==> src/rtl/vend_pkg.sv <==
`default_nettype none
// +----------------------------------------------------------------------+
// | vend_pkg : state encoding, coin values and price table for the vend  |
// | controller.                              Rev 1.0                     |
// +----------------------------------------------------------------------+
package vend_pkg;

  typedef enum logic [1:0] {
    ST_IDLE   = 2'd0,
    ST_VEND   = 2'd1,
    ST_CHANGE = 2'd2
  } state_t;

  localparam logic [1:0] COIN_NONE = 2'b00;
  localparam logic [1:0] COIN_25   = 2'b01;
  localparam logic [1:0] COIN_50   = 2'b10;
  localparam logic [1:0] COIN_100  = 2'b11;

  localparam logic [3:0] UNITS_25  = 4'd1;
  localparam logic [3:0] UNITS_50  = 4'd2;
  localparam logic [3:0] UNITS_100 = 4'd4;

  function automatic logic [3:0] coin_units(input logic [1:0] coin);
    case (coin)
      COIN_25:  return UNITS_25;
      COIN_50:  return UNITS_50;
      COIN_100: return UNITS_100;
      default:  return 4'd0;
    endcase
  endfunction

  function automatic logic [3:0] price(input logic [1:0] sel);
    case (sel)
      2'd0:    return 4'd3;
      2'd1:    return 4'd4;
      2'd2:    return 4'd6;
      default: return 4'd8;
    endcase
  endfunction

endpackage
`default_nettype wire

==> src/rtl/vend_timer.sv <==
`default_nettype none
// +----------------------------------------------------------------------+
// | vend_timer : loadable, clearable 8-bit dispense timeout counter.     |
// |                                          Rev 1.0                     |
// +----------------------------------------------------------------------+
module vend_timer #(
  parameter int TIMEOUT = 200
) (
  input  logic       clk,
  input  logic       reset,
  input  logic       clear,
  input  logic       load,
  input  logic [7:0] load_val,
  input  logic       en,
  output logic       expired
);

  logic [7:0] count;

  // Load outranks clear so the controller can restart the count on VEND entry.
  always_ff @(posedge clk or negedge reset) begin
    if (!reset) begin
      count <= '0;
    end else if (load) begin
      count <= load_val;
    end else if (clear) begin
      count <= '0;
    end else if (en && !expired) begin
      count <= count + 8'd1;
    end
  end

  assign expired = (count == 8'(TIMEOUT - 1));

endmodule
`default_nettype wire

==> src/rtl/vend_controller.sv <==
`default_nettype none
// +----------------------------------------------------------------------+
// | vend_controller : coin credit, product vend and change payout FSM.   |
// |                                          Rev 1.0                     |
// +----------------------------------------------------------------------+
module vend_controller
  import vend_pkg::*;
#(
  parameter int TIMEOUT    = 200,
  parameter int CREDIT_MAX = 12
) (
  input  logic       clk,
  input  logic       reset,
  input  logic [1:0] coin,
  input  logic [1:0] sel,
  input  logic       sel_valid,
  input  logic       cancel,
  input  logic       vend_ack,
  input  logic       chg_ack,
  output logic       vend_req,
  output logic [1:0] vend_id,
  output logic       chg_req,
  output logic [3:0] credit,
  output logic       busy,
  output logic       coin_reject,
  output logic       low_credit,
  output logic       vend_fault
);

  state_t     state, state_next;
  logic [3:0] credit_next;
  logic [1:0] vend_id_next;
  logic       coin_reject_next, low_credit_next, vend_fault_next;
  logic       timer_load, timer_expired;
  logic [4:0] coin_sum;

  assign coin_sum = {1'b0, credit} + {1'b0, coin_units(coin)};

  vend_timer #(.TIMEOUT(TIMEOUT)) u_timer (
    .clk      (clk),
    .reset    (reset),
    .clear    (state != ST_VEND),
    .load     (timer_load),
    .load_val (8'd0),
    .en       (state == ST_VEND),
    .expired  (timer_expired)
  );

  always_ff @(posedge clk or negedge reset) begin
    if (!reset) begin
      state       <= ST_IDLE;
      credit      <= '0;
      vend_id     <= '0;
      coin_reject <= 1'b0;
      low_credit  <= 1'b0;
      vend_fault  <= 1'b0;
    end else begin
      state       <= state_next;
      credit      <= credit_next;
      vend_id     <= vend_id_next;
      coin_reject <= coin_reject_next;
      low_credit  <= low_credit_next;
      vend_fault  <= vend_fault_next;
    end
  end

  always_comb begin
    state_next       = state;
    credit_next      = credit;
    vend_id_next     = vend_id;
    coin_reject_next = 1'b0;
    low_credit_next  = 1'b0;
    vend_fault_next  = 1'b0;
    timer_load       = 1'b0;

    case (state)
      ST_IDLE: begin
        // A cancel with nothing to refund does not pre-empt sel_valid or coin.
        if (cancel && (credit != 4'd0)) begin
          state_next       = ST_CHANGE;
          coin_reject_next = (coin != COIN_NONE);
        end else if (sel_valid) begin
          coin_reject_next = (coin != COIN_NONE);
          if (credit >= price(sel)) begin
            credit_next  = credit - price(sel);
            vend_id_next = sel;
            state_next   = ST_VEND;
            timer_load   = 1'b1;
          end else begin
            low_credit_next = 1'b1;
          end
        end else if (coin != COIN_NONE) begin
          if (coin_sum <= 5'(CREDIT_MAX)) begin
            credit_next = coin_sum[3:0];
          end else begin
            coin_reject_next = 1'b1;
          end
        end
      end

      ST_VEND: begin
        coin_reject_next = (coin != COIN_NONE);
        if (vend_ack) begin
          state_next = (credit != 4'd0) ? ST_CHANGE : ST_IDLE;
        end else if (timer_expired) begin
          vend_fault_next = 1'b1;
          credit_next     = credit + price(vend_id);
          state_next      = ST_CHANGE;
        end
      end

      ST_CHANGE: begin
        coin_reject_next = (coin != COIN_NONE);
        if (credit == 4'd0) begin
          state_next = ST_IDLE;
        end else if (chg_ack) begin
          credit_next = credit - 4'd1;
          if (credit == 4'd1) begin
            state_next = ST_IDLE;
          end
        end
      end

      default: state_next = ST_IDLE;
    endcase
  end

  assign vend_req = (state == ST_VEND);
  assign chg_req  = (state == ST_CHANGE) && (credit != 4'd0);
  assign busy     = (state != ST_IDLE);

endmodule
`default_nettype wire

==> config.mk <==
export PLATFORM = sky130hd
export DESIGN_NAME = vend_controller
export DESIGN_NICKNAME = d
export VERILOG_FILES = /design/src/rtl/vend_pkg.sv /design/src/rtl/vend_timer.sv /design/src/rtl/vend_controller.sv
export SDC_FILE = /design/constraint.sdc
export NUM_CORES = 1
export LEC_CHECK = 0
export CAP_MARGIN = 20
export CORE_MARGIN = 8
export CORE_UTILIZATION = 50
export CTS_BUF_LIST = sky130_fd_sc_hd__clkbuf_16
export DETAILED_ROUTE_END_ITERATION = 6
export GPL_TIMING_DRIVEN = 0
export PLACE_DENSITY_LB_ADDON = 0.3
export SLEW_MARGIN = 30
export SYNTH_ARGS = -nofsm -noshare
export SYNTH_HDL_FRONTEND = slang
export SYNTH_SLANG_ARGS = --single-unit
export TNS_END_PERCENT = 100
==> constraint.sdc <==
create_clock -name clk -period 5.75 [get_ports clk]
set_input_delay 0.8625 -clock clk [delete_from_list [all_inputs] [get_ports clk]]
set_output_delay 0.8625 -clock clk [all_outputs]
set_load 0.05 [all_outputs]
==> Yosys cells after proc, flatten, opt, wreduce, memory -nomap -nowiden <==
Cells that the tools add are included.
W data, S select, Z words.
{ "word_totals": {"ff_bits": 19, "inputBits": 10, "wordCells": 109} }
{ "classes": {"n_addsub": 5, "n_lt_le_gt_ge": 2, "n_eq_ne": 25, "muxes": 52, "bitwise_logic": 1, "n_reduce_logical": 17} }
{ "ops": {"columns": ["operator", "count"], "rows": [
  ["$mux W4", 19],
  ["$pmux W4 S3", 3],
  ["$mux W8", 3],
  ["$ne A3 B3 Y1 const B", 8],
  ["$mux W2", 9],
  ["$mux W1", 15],
  ["$eq A2 B2 Y1 const B", 5],
  ["$ne A2 B2 Y1 const B", 5],
  ["$pmux W3 S3", 1],
  ["$reduce_and A9 Y1", 1],
  ["$add A8 B1 Y8 const B", 1],
  ["$eq A2 B1 Y1 const B", 4],
  ["$eq A8 B8 Y1 const B", 1],
  ["$logic_not A2 Y1", 3],
  ["$pmux W2 S3", 1],
  ["$reduce_bool A3 Y1", 2],
  ["$add A4 B4 Y5", 1],
  ["$le A5 B4 Y1 const B", 1],
  ["$reduce_and A5 Y1", 1],
  ["$add A4 B4 Y4", 1],
  ["$eq A4 B1 Y1 const B", 1],
  ["$ge A4 B4 Y1", 1],
  ["$logic_not A4 Y1", 1],
  ["$reduce_and A4 Y1", 1],
  ["other kinds (10)", 13]
]} }

==> Depth between registers and ports, before layout <==
Gate-level depths: netlist of run 1.
{ "logic_depth": {"depth_word": 15, "mapped_depth": 10} }

==> Cells and area by module <==
From an unflattened synthesis of run 1, not the netlist that was laid out.
{ "hier_totals": {"cells_unflattened": 188, "hier_area_um2": 1747.9} }
{ "modules_own_cells": {"columns": ["mod", "instances", "cells_each", "area_each_um2", "seq_area_each_um2"], "rows": [
  ["vend_controller", 1, 137, 1267.5, 275.3],
  ["vend_timer", 1, 51, 480.5, 200.2]
]} }

==> Worst setup path after synthesis of run 1 <==
No wires, ideal clock.
{ "synth_path": {"kind": "reg-to-output", "from": "reg credit[1]", "to": "out chg_req", "arrival_time_ns": 2.107, "required_ns": 4.888, "slack_ns": 2.781, "stages_incl_launch_ff": 5, "cell_sequence": "dfrtp_1 -> inv_1 -> ha_1 -> and3_1 -> nor2_1"} }
{ "synth_between": {"elab_chain_len": 2} }
{ "synth_rtl": {"columns": ["element", "line", "source"], "rows": [
  ["from (decl)", "vend_controller.sv:23", "output logic [3:0] credit,"],
  ["from (signal assigned)", "vend_controller.sv:59", "credit <= credit_next;"],
  ["$reduce_bool A4 Y1", "vend_controller.sv:129", "assign chg_req = (state == ST_CHANGE) && (credit != 4'd0);"],
  ["$logic_and A1 B1 Y1", "vend_controller.sv:129", null],
  ["to (decl)", "vend_controller.sv:22", "output logic chg_req,"]
]} }
No other way between the ends.

==> Final worst setup path of run 1 <==
{ "layout_path": {"from": "in sel[1]", "to": "reg credit[0]"} }
{ "layout_between": {"elab_chain_len": 11, "elab_cells_between_ends": 19} }
{ "layout_rtl": {"columns": ["element", "line", "source"], "rows": [
  ["from (decl)", "vend_controller.sv:15", "input logic [1:0] sel,"],
  ["$eq A2 B2 Y1 (tied with other cells)", "vend_pkg.sv:33", "case (sel)"],
  ["$pmux W4 S3 *", "vend_pkg.sv:33", null],
  ["$mux W4", "vend_controller.sv:84", "if (credit >= price(sel)) begin"],
  ["$mux W4", "vend_controller.sv:82", "end else if (sel_valid) begin"],
  ["$mux W4", "vend_controller.sv:79", "if (cancel && (credit != 4'd0)) begin"],
  ["$mux W4", "vend_controller.sv:76", "case (state)"],
  ["$sub A4 B4 Y4", "vend_controller.sv:85", "credit_next = credit - price(sel);"],
  ["$mux W4", "vend_controller.sv:84", null],
  ["$mux W4", "vend_controller.sv:82", null],
  ["$mux W4", "vend_controller.sv:79", null],
  ["$pmux W4 S3", "vend_controller.sv:76", null]
]} }
Every way passes the cells marked *; elsewhere a longest branch is shown, timed or not. The select of a mux whose other input is x is not followed.
A chain may end at the register's enable or synchronous reset.

==> flow_results.org, run 1 <==
** Timing
- Final-report hold violation count :: 0
- Max-slew headroom at the worst pin :: 42.1%
- Setup repair after global routing left no endpoint under its margin.
- In the finished design, the share of the clock period the worst path needs comes to 59.3%.
- Least-Margin Pin Slew :: 866 ps
- Setup violations remaining at the end of the flow were counted as 0.
- The clock arrives with 5.08 ps of skew.
- Maximum operating frequency :: 293 MHz
- The final-report max-slew violation count was 0.
- Post-Route Setup TNS :: 0 ps
- Tmin final :: 3410 ps
- On the final layout, the worst hold slack is 558 ps.

** Clock tree
- After clock tree synthesis, the repair step resized 0 gates.
- In this run, post-CTS hold repair placed 0 buffers.
- The tree built by TritonCTS fans out to 19 sinks.
- Number of setup buffers added after CTS :: 0
- Clock slew at the register clock pins of the worst setup and hold paths :: 50 ps
- The root buffer cell chosen for the clock tree is sky130_fd_sc_hd__clkbuf_16.
- TritonCTS built the clock tree.
- TritonCTS Buffers :: 3
- The clock passes through at most 2 buffers.
- For the worst-skew pair, the clock arrives at the later sink with an insertion delay of 250 ps.
- Number of levels in the clock H-tree :: 1

** Global routing
- Via count of the first global-routing pass :: 1460
- Number of antenna violations at the first check in global routing :: 0
- Summed over all layers, the global routing overflow is 0.
- Pin count of the biggest net entering global routing :: 20
- The first global-routing pass estimated 6.56 mm of wire.
- GRT Total Usage :: 14.9%

** Pwr
- Of the total power, combinational logic draws 67.4%.
- Of the total power, the share spent switching nets is 49.6%.
- The internal power of the cells totals 561 uW.
- Summed over all cells, the static leakage comes to 0.000939 uW.
- In this run, flip-flops and latches consume 19.8% of the power.
- Ratio of total power to cell area :: 538 nW/um2
- Net switching power of the design :: 552 uW
- Worst VDD drop :: 0.331 mV
- The clock network burns 12.8% of the power.

** Placed design
- Detailed placement finished with a half-perimeter wire length of 2.98 mm.
- The congestion estimate from routability-driven global placement came to 0.847.
- Port Buf Inserts :: 21
- Placed Instance Area :: 1990 um2

** Route
- Post-DRT Antenna Nets :: 0
- Met1 Routed Length :: 1.81 mm
- Via/cell ratio :: 5.58
- The routed design uses 1.71 mm of met2 wire.
- After the first detailed-routing iteration, the DRC count stood at 81.
- Summed over all layers, the routed wires come to 3.78 mm.
- In this run the top signal layer used is met4.
- The final route contains 1462 vias.
- After detailed routing, the number of remaining DRC violations is 0.
- Before antenna repair, the detailed router went through 4 iterations.
- Summed over all nets, wire length on met3 after detailed routing comes to 240 um.
- In the final routed layout, each cell accounts on average for 14.4 um.

** Cells and area
- The number of antenna diodes in the final layout is 0.
- In the final layout, the share of cells above drive strength 1 is 5.09%.
- Number of nets in the layout :: 254
- P&R area growth vs syn :: 20.2%
- Design area :: 2070 um2
- Number of fill cells in the layout :: 292

** Synth
- Async SR Flop Fraction :: 100%
- The biggest area contributor in the post-synthesis netlist is sky130_fd_sc_hd__dfrtp_1.
- In this run, synthesis produced a sequential element count of 19.
- The number of nets handed over by synthesis was 228.
- Post-synth top cells :: sky130_fd_sc_hd__ha_1 (24), sky130_fd_sc_hd__inv_1 (23), sky130_fd_sc_hd__dfrtp_1 (19), sky130_fd_sc_hd__nor2_1 (19), sky130_fd_sc_hd__a21oi_1 (13)
- Yosys instantiated no cell more often than sky130_fd_sc_hd__ha_1.
- Leading post-synthesis cells by cell area :: sky130_fd_sc_hd__dfrtp_1 (28%), sky130_fd_sc_hd__ha_1 (17%), sky130_fd_sc_hd__mux2i_1 (5.2%), sky130_fd_sc_hd__inv_1 (5.0%), sky130_fd_sc_hd__nor2_1 (4.1%)
- For this run, the register share of the synthesized area comes to 27.7%.
- Yosys mapped a number of flops with a built-in enable equal to 0.
- Area share of the largest cell type after synthesis :: 27.7%
- Cell area after technology mapping :: 1720 um2
- Post-Syn Area per Cell :: 9.00 um2
- Count of different cell masters after synthesis :: 44
- Yosys Warn Count :: 0
- The most used flip-flop cell after synthesis is sky130_fd_sc_hd__dfrtp_1.
- Instance count of the mapped netlist :: 191

** Die
- The die covers 5570 um2.
- Top-level port count :: 22
- Die height :: 74.6 um
- For this configuration, the core starts out at a cell density of 51.9%.
- From left edge to right edge, the die measures 74.6 um.
- After floorplanning, the core was divided into 21 placement rows.
- The region available for standard cell placement spans 3310 um2.

** Worst setup path
- Critical Path Slowest Stage Cell :: sky130_fd_sc_hd__clkdlybuf4s50_1
- CP peak stage delay :: 500 ps
- Together, buffers and inverters on the worst path number 3.
- The kind of cell with the highest combined delay along the critical path is compound AO/OA/AOI/OAI gates.
- For the worst setup path, the data required time is 5910 ps.
- The signal on the critical path passes through clkdlybuf4s50_1, inv_1, ha_1, o21ai_0, inv_1, fa_1, a21boi_0, o21ai_0, o211ai_1, a31oi_4, mux2i_1.
- Worst Path Class, Setup :: in -> reg
- STA classifies the critical path startpoint as an input port.
- Data arrival at the endpoint of the critical path :: 3570 ps
- Capturing element type of the critical path :: flop
- In this run the worst path has a maximum fanout of 4.

** Min path
- Path category of the worst min-delay check :: reg -> reg

** Status
- The flow ran to the end, and the final reports show no timing, DRC or antenna violations.

** Run
- Max-cap violations in this run came to 0.
[state kept, by name (all words and copies together), names as in the netlist]
register / flops
vend_fault: 1
credit: 4
vend_id: 2
state: 2
coin_reject: 1
u_timer.count: 8
low_credit: 1
[through the flow]
step	util [%]	cells	total power [uW]	setup WS [ps]
3_3_place_gp	60.0	258	956	2090
6_report	62.4	262	1110	2340
4_1_cts	62.4	262	1120	2290
5_1_grt	62.4	262	1200	2100
2_1_floorplan	-	191	773	2780
3_5_place_dp	60.0	258	968	2050
[final timing paths]
| path | slack, ps | endpoint | cells past startpoint | start |
|---|---|---|---|---|
| setup / recovery | 2340 | credit[0]$_DFFE_PN0P_ | 11 | sel[1] |
| min in group asynchronous | 1100 | coin_reject$_DFF_PN0_ | 1 | reset |
| hold reg to reg | 560 | u_timer.count[1]$_DFFE_PN0P_ | 2 | u_timer.count[1]$_DFFE_PN0P_ |
| setup reg to reg | 3240 | credit[0]$_DFFE_PN0P_ | 8 | credit[0]$_DFFE_PN0P_ |
| hold / removal | 560 | u_timer.count[1]$_DFFE_PN0P_ | 2 | u_timer.count[1]$_DFFE_PN0P_ |
| max in group asynchronous | 4110 | u_timer.count[3]$_DFFE_PN0P_ | 1 | reset |
[cell type report]
| cell class | instances | area [um2] | area share (%) |
|---|---|---|---|
| Timing Repair Buffer | 21 | 210 | 10.2 |
| Clock inverter | 1 | 5.00 | 0.242 |
| Multi-Input combinational cell | 146 | 1140 | 55.1 |
| Sequential cell | 19 | 475 | 23.0 |
| Tap cell | 46 | 57.6 | 2.78 |
| Clock buffer | 3 | 75.1 | 3.63 |
| Buffer | 3 | 18.8 | 0.908 |
| Inverter | 23 | 86.3 | 4.18 |
[worst min-delay path, stage by stage (launching register included)]
cell,delay (ps)
sky130_fd_sc_hd__dfrtp_1,360
sky130_fd_sc_hd__mux2i_1,70
sky130_fd_sc_hd__nor2_1,80
[power groups by stage]
stage	clock [uW]	combinational (uW)	sequential (uW)
floorplan	0	472	301
CTS	144	753	222
detailed placement	0	745	223
finish	142	750	221
global placement	0	733	223
global route	149	826	227
[cells by family (layout without fill, tap and decap cells)]
kind of cell / after synthesis / in the layout / synth area share, %
AOI/OAI and AO/OA: 44 / 44 / 18.9
xor gates and xnor gates: 10 / 10 / 5.09
adders and majority gates: 27 / 27 / 21.0
buffers and inverters: 26 / 51 / 6.11
DFF: 19 / 19 / 27.7
muxes: 9 / 9 / 5.24
and+or+nand+nor: 56 / 56 / 16.1
[routing by layer]
| metal | GRT usage, % | up-vias |
|---|---|---|
| li1 | - | 721 |
| met1 | 19.7 | 702 |
| met2 | 23.9 | 37 |
| met3 | 3.73 | 2 |
| met4 | 3.26 | 0 |
| met5 | 0 | - |
[layout by cell type (no fill, tap or decap), types with 2 or more instances in the layout]
cell                              netlist  routed
sky130_fd_sc_hd__a211oi_1               2       2
sky130_fd_sc_hd__xnor2_1                6       6
sky130_fd_sc_hd__clkdlybuf4s50_1        0      21
sky130_fd_sc_hd__mux2i_1                9       9
sky130_fd_sc_hd__inv_1                 23      23
sky130_fd_sc_hd__ha_1                  24      24
sky130_fd_sc_hd__clkbuf_1               2       2
sky130_fd_sc_hd__dfrtp_1               19      19
sky130_fd_sc_hd__nor2_1                19      19
sky130_fd_sc_hd__nor4_1                 2       2
sky130_fd_sc_hd__and3_1                 3       3
sky130_fd_sc_hd__xor2_1                 4       4
sky130_fd_sc_hd__nand3_1                4       4
sky130_fd_sc_hd__a21oi_1               13      13
sky130_fd_sc_hd__a21o_1                 2       2
sky130_fd_sc_hd__clkbuf_16              0       3
sky130_fd_sc_hd__nand2b_1               2       2
sky130_fd_sc_hd__o21ai_0                8       8
sky130_fd_sc_hd__nor2b_1                3       3
sky130_fd_sc_hd__nor3_1                 3       3
sky130_fd_sc_hd__o221ai_1               3       3
sky130_fd_sc_hd__nand4_1                2       2
sky130_fd_sc_hd__nand2_1               12      12
sky130_fd_sc_hd__fa_1                   3       3
sky130_fd_sc_hd__o21a_1                 2       2
(Power assumes the default switching activity.)
==> inputs of run 2 (changes only) <==
==> constraint.sdc (replaced) <==
create_clock -name clk -period 2.7 [get_ports clk]
set_input_delay 0.405 -clock clk [delete_from_list [all_inputs] [get_ports clk]]
set_output_delay 0.405 -clock clk [all_outputs]
set_load 0.05 [all_outputs]
==> flow_results.org, run 2 (synthesis gave the netlist of run 1 again) <==
** Worst setup path
- Traced cell by cell, the critical path runs through inv_1, ha_1, or3b_4, a21oi_1, nand2_1, o21ai_2, nor3_1.
- Setup slack on the worst flop-to-flop path :: 180 ps
- Maximum net fanout on the critical path :: 8
- Critical Path Slowest Stage Cell :: sky130_fd_sc_hd__dfrtp_1
- R2R cell count :: 7
- CP peak stage delay :: 480 ps
- STA classifies the critical path startpoint as a flop.
- Capturing element type of the critical path :: flop
- Data arrival at the endpoint of the critical path :: 2640 ps
- Logic depth of the worst path, buffers included :: 7
- Required time of the critical path :: 2820 ps
- Category of cells accounting for the largest share of critical-path delay :: simple AND/OR/NAND/NOR gates
- Worst Path Class, Setup :: reg -> reg
- Together, buffers and inverters on the worst path number 1.

** Die
- The die is 74.6 um wide.
- Area of the core :: 3310 um2
- During I/O placement, the number of pins put on the boundary was 22.
- Die height :: 74.6 um
- Cell row count :: 21
- Die Area :: 5570 um2
- Starting density of the core :: 51.9%

** Route
- Post-DRT Antenna Nets :: 0
- In the routed design, unresolved DRC markers number 0.
- The first routing iteration left 63 violations.
- The first detailed-routing pass ran for 4 iterations.
- Total vias in the final route :: 1468
- Via/cell ratio :: 5.56
- Total wire length after detailed routing :: 3.82 mm
- After detailed routing, the average wire length per cell comes to 14.5 um.

** Clock tree
- Cell at the root of the clock tree :: sky130_fd_sc_hd__clkbuf_16
- Number of levels in the clock H-tree :: 1
- Number of sinks driven by the clock tree :: 19
- In this run, CTS created clock tree buffers numbering 3.
- Clock-pin slew was measured on the worst setup and hold paths at 60 ps.
- Clock tree from TritonCTS :: built
- The clock passes through at most 2 buffers.
- The clock reaches the later pin of the worst-skew pair after 250 ps.

** Min path
- Path category of the worst min-delay check :: in -> reg
- Counting instances, the worst hold path has a depth of 3.

** Timing
- The final-report max-slew violation count is 0.
- After layout, the worst path uses 93.2% of the clock period.
- In this run the tightest slew margin relative to its limit is 41.5%.
- Maximum operating frequency :: 398 MHz
- Setup repair after global routing could not meet its margin everywhere.
- The total count of hold-check failures in the final report came to 0.
- Tmin final :: 2520 ps
- On the final layout, the worst clock skew is 4.76 ps.
- For the pin with the worst max-slew slack, the measured transition is 875 ps.
- Setup violations remaining at the end of the flow were counted as 0.

** Pwr
- Total power for the finished layout comes to 2400 uW.
- Worst VDD drop :: 0.708 mV
- LEAKAGE :: 0.000989 uW
- Power spread over the standard cell area amounts to 1130 nW/um2.

** Status
- Run status :: complete, no violations

** Placed design
- Once placement finished, the instance area stood at 1990 um2.
- DPL Wire Length :: 2.98 mm
- Port Buf Inserts :: 21
- Placer congestion estimate :: 0.847

** Global routing
- Number of antenna violations at the first check in global routing :: 0
- Summed over all layers, the global routing overflow is 0.
- Via count of the first global-routing pass :: 1478
- Pin count of the biggest net entering global routing :: 20
- The first global-routing pass estimated 6.64 mm of wire.
- In the global route stage, overall resource usage came out at 15.1%.

** Cells and area
- The largest registers in the layout are u_timer.count: 8 flops, credit: 4 flops.
- Leaving out fill and tap cells, the most frequent cell in the layout is sky130_fd_sc_hd__ha_1.
- Design area :: 2120 um2
- The register with the most flip-flops in the layout has 8 of them.
- In the final layout, the multi-input gates occupy 1170 um2.
- In the final layout, the share of cells above drive strength 1 is 9.63%.
- Most flops, register :: u_timer.count
- The sequential cells in the finished layout cover a total of 475 um2.
- The repair_antennas step left the layout with diodes totalling 0.
- Number of fill cells in the layout :: 286
- Number of nets in the layout :: 256
- The library cells used most frequently in the layout, excluding fill and tap cells, are sky130_fd_sc_hd__ha_1 (23), sky130_fd_sc_hd__inv_1 (21), sky130_fd_sc_hd__nor2_1 (19), sky130_fd_sc_hd__dfrtp_1 (19), sky130_fd_sc_hd__clkdlybuf4s50_1 (16).
- P&R area growth vs syn :: 23.3%

** Run
- Max-cap violations in this run came to 0.
==> run 2: cell count changes in the layout (fill, tap and decap cells not counted), moves of 2 or more <==
cell and change:
sky130_fd_sc_hd__buf_4 +2, sky130_fd_sc_hd__clkdlybuf4s50_1 -5, sky130_fd_sc_hd__dlymetal6s2s_1 +4, sky130_fd_sc_hd__inv_1 -2, sky130_fd_sc_hd__inv_2 +2, sky130_fd_sc_hd__o21ai_0 -2, sky130_fd_sc_hd__o221ai_1 -2, sky130_fd_sc_hd__o221ai_2 +2
==> run 2: power breakdown <==
group | internal, uW | switching (uW) | total [uW]
logic | 651 | 979 | 1630
clock network | 198 | 103 | 302
registers | 361 | 111 | 472
==> run 2: area by class of cell <==
type / count / share of cell area (%)
Multi-Input combinational cell: 146 / 55.1
Buffer: 3 / 0.885
Timing Repair Buffer: 23 / 11.0
Clock buffer: 3 / 3.54
Tap cell: 46 / 2.72
Clock inverter: 1 / 0.236
Inverter: 23 / 4.07
Sequential cell: 19 / 22.4
==> run 2: final timing paths <==
path	from	end
max in group asynchronous	reset	low_credit$_DFF_PN0_
max reg2reg	credit[1]$_DFFE_PN0P_	u_timer.count[2]$_DFFE_PN0P_
min in group asynchronous	reset	coin_reject$_DFF_PN0_
max	credit[1]$_DFFE_PN0P_	u_timer.count[2]$_DFFE_PN0P_
min reg2reg	u_timer.count[1]$_DFFE_PN0P_	u_timer.count[1]$_DFFE_PN0P_
min	sel[0]	vend_id[0]$_DFFE_PN0P_
==> run 2: worst register-to-register path: cells and delay by family, from the launching register on <==
kind,cells,cell delay (ps)
simple gates,3,710
buf+inv,1,280
flops,1,480
fa+ha+maj,1,270
compound gates,2,650
==> run 2: per-layer routing <==
layer	global-route usage (%)	share of wire, %	vias to the layer above
met5	0	0	-
met4	3.48	0.47	0
met3	3.73	5.3	2
met2	23.9	46	30
met1	20.1	48	708
li1	-	-	728
==> run 2: through the flow <==
stage | cells | utilization [%] | setup WS, ps | hold WS (ps) | TNS [ps]
2_1_floorplan | 191 | - | 188 | 109 | 0
3_3_place_gp | 258 | 60.0 | -502 | 537 | -5030
3_5_place_dp | 258 | 60.0 | -542 | 545 | -5550
4_1_cts | 263 | 63.1 | 11.3 | 563 | 0
5_1_grt | 264 | 64.0 | -3.89 | 539 | -6.32
6_report | 264 | 64.0 | 185 | 499 | 0
==> run 2: what timing repair did <==
item                                    4_1_cts  5_1_grt
resized for setup                             9        7
pin swaps                                     2        3
buffers inserted                              1        1
hold buffers                                  0        0
endpoints found under the setup margin       15        9
==> inputs of run 3 (changes only) <==
--- a/config.mk
+++ b/config.mk
@@ -6,8 +6,7 @@
 export NUM_CORES = 1
 export LEC_CHECK = 0
 export CAP_MARGIN = 20
-export CORE_MARGIN = 8
-export CORE_UTILIZATION = 50
+export CORE_UTILIZATION = 44
 export CTS_BUF_LIST = sky130_fd_sc_hd__clkbuf_16
 export DETAILED_ROUTE_END_ITERATION = 6
 export GPL_TIMING_DRIVEN = 0
==> flow_results.org, run 3 (synthesis gave the netlist of run 1 again) <==
** Run
- The tool flagged a number of max-cap violations equal to 0.

** Clock tree
- Number of levels in the clock H-tree :: 1
- The number of clock buffers added by TritonCTS is 3.
- Clock slew at the register clock pins of the worst setup and hold paths :: 60 ps
- TritonCTS built the clock tree.
- The clock reaches the later pin of the worst-skew pair after 260 ps.
- CTS placed an instance of sky130_fd_sc_hd__clkbuf_16 at the clock tree root.
- The clock passes through at most 2 buffers.
- Quantity of hold-fixing buffers added after cts :: 0
- Number of sinks driven by the clock tree :: 19

** Pwr
- LEAKAGE :: 0.000986 uW
- In this run the power density over the cells is 1140 nW/um2.
- IR analysis of the VDD net gives a maximum drop of 0.702 mV.

** Timing
- Final-report setup violation count :: 0
- Least-Margin Pin Slew :: 498 ps
- Max-slew headroom at the worst pin :: 66.7%
- Maximum operating frequency :: 399 MHz
- Final-report hold violation count :: 0
- Final period util :: 92.7%
- After layout, the minimum clock period comes to 2500 ps.
- Setup total negative slack on the finished layout was measured at 0 ps.
- RSZ-0062 raised after global routing :: no
- The final-report max-slew violation count came to 0.
- For the final database, setup skew stands at 8.24 ps.

** Cells and area
- Number of flip-flops under the largest register name :: 8
- Commonest non-fill, non-tap cells in the layout :: sky130_fd_sc_hd__ha_1 (23), sky130_fd_sc_hd__inv_1 (21), sky130_fd_sc_hd__nor2_1 (19), sky130_fd_sc_hd__dfrtp_1 (19), sky130_fd_sc_hd__clkdlybuf4s50_1 (15)
- Biggest registers after layout :: u_timer.count: 8 flops, credit: 4 flops
- Number of nets in the layout :: 256
- Final antenna diode count :: 0
- Cells with a size suffix above 1 make up 10.1% of the layout.
- u_timer.count holds more flip-flops than any other register.
- Number of fill cells in the layout :: 358
- Most frequent standard cell in the layout excluding fill and tap cells :: sky130_fd_sc_hd__ha_1
- P&R area growth vs syn :: 23.1%
- Final core occ :: 57.0%

** Die
- In this run the vertical extent of the chip is 64.5 um.
- Top-level port count :: 22
- After floorplanning, the core was divided into 22 placement rows.
- Area of the core :: 3720 um2
- In this run the horizontal extent of the chip is 64.5 um.
- Die Area :: 4160 um2
- Once the floorplan was initialized, standard cells occupied 46.3% of the core.

** Worst setup path
- CP peak stage delay :: 880 ps
- The signal on the critical path passes through inv_1, ha_1, clkdlybuf4s50_1.
- Data on the critical path arrives at its endpoint at 2100 ps.
- Critical path buffers and inverters :: 2
- In this design, the largest share of critical-path delay is due to buffers and inverters.
- Among all stages on the critical path, the largest delay is contributed by sky130_fd_sc_hd__clkdlybuf4s50_1.
- Maximum net fanout on the critical path :: 7
- The setup path with the least slack is of type reg -> out.
- Required time of the critical path :: 2300 ps
- Capturing element type of the critical path :: primary output
- Kind of launch point of the worst setup path :: flop

** Route
- Total wire length after detailed routing :: 3.67 mm
- In the final routed layout, each cell accounts on average for 13.8 um.
- Drc violations :: 0
- The first detailed-routing pass ran for 4 iterations.
- Number of DRC violations after detailed-routing iteration 0 :: 81
- Dividing the detail-routed via count by the number of cells gives 5.39.
- Total vias in the final route :: 1434
- Post-DRT Antenna Nets :: 0

** Global routing
- For this run the aggregate overflow at the end of global routing stands at 0.
- In the global route stage, overall resource usage came out at 20.1%.
- Pin count of the biggest net entering global routing :: 20
- The first global-routing pass estimated 6.41 mm of wire.
- The number of global-route vias before repair is 1370.
- The number of antenna violations at the first check in global routing is 0.

** Status
- Run status :: complete, no violations

** Min path
- The tightest min-delay check is of the in -> async type.

** Placed design
- The wire-length estimate of the detail-placed layout is 2.78 mm.
- Routability-driven placement finished with a final weighted congestion of 0.853.
- Port Buf Inserts :: 21
run 3: final timing paths:
path	end	slack [ps]	start	cells after the start
max	vend_req	200	state[1]$_DFFE_PN0P_	3
min reg2reg	u_timer.count[1]$_DFFE_PN0P_	550	u_timer.count[1]$_DFFE_PN0P_	2
max reg2reg	vend_id[1]$_DFFE_PN0P_	270	credit[1]$_DFFE_PN0P_	7
max in group asynchronous	u_timer.count[3]$_DFFE_PN0P_	2310	reset	1
min	state[1]$_DFFE_PN0P_	80	reset	1
min in group clk	coin_reject$_DFF_PN0_	490	coin[0]	3
run 3: per-stage QoR:
step | total power (uW) | cells | worst slack [ps] | cell area, um2 | hold slack, ps
after global routing | 2620 | 266 | 115 | 2120 | 121
final | 2410 | 266 | 197 | 2120 | 80.3
after CTS | 2400 | 265 | 21.8 | 2090 | 557
after floorplan | 1650 | 191 | 188 | 1720 | 109
after global placement | 2040 | 260 | -518 | 1990 | 536
after detailed placement | 2050 | 260 | -516 | 1990 | 539
run 3: power breakdown:
group          switching [uW]  leakage [uW]  internal [uW]
clock                     108     0.0000409            199
combinational             986      0.000698            650
sequential                110      0.000247            361
total                    1200      0.000986           1210
run 3: per-layer routing:
metal	track usage (%)	up-vias	wire length, um
met3	5.28	7	186
met2	30.1	38	1620
met4	6.11	0	50
li1	-	723	-
met5	0	-	0
met1	28.2	666	1810
run 3: final cells by class:
type | instances | area (um2) | share of cell area (%)
clock buffers | 3 | 75.1 | 3.55
repair buffers | 23 | 229 | 10.8
inverters | 23 | 86.3 | 4.08
clock inverters | 1 | 5.00 | 0.236
multi-input cells | 146 | 1170 | 55.1
flip-flops and latches | 19 | 475 | 22.5
plain buffers | 3 | 18.8 | 0.887
well taps | 48 | 60.1 | 2.84
run 3: repair_timing:
action,4_1_cts,5_1_grt
gates resized for setup,7,9
endpoints found under the hold margin,0,0
buffers inserted,1,1
endpoints found under the setup margin,6,14
pin swaps,1,3
gates cloned,0,0
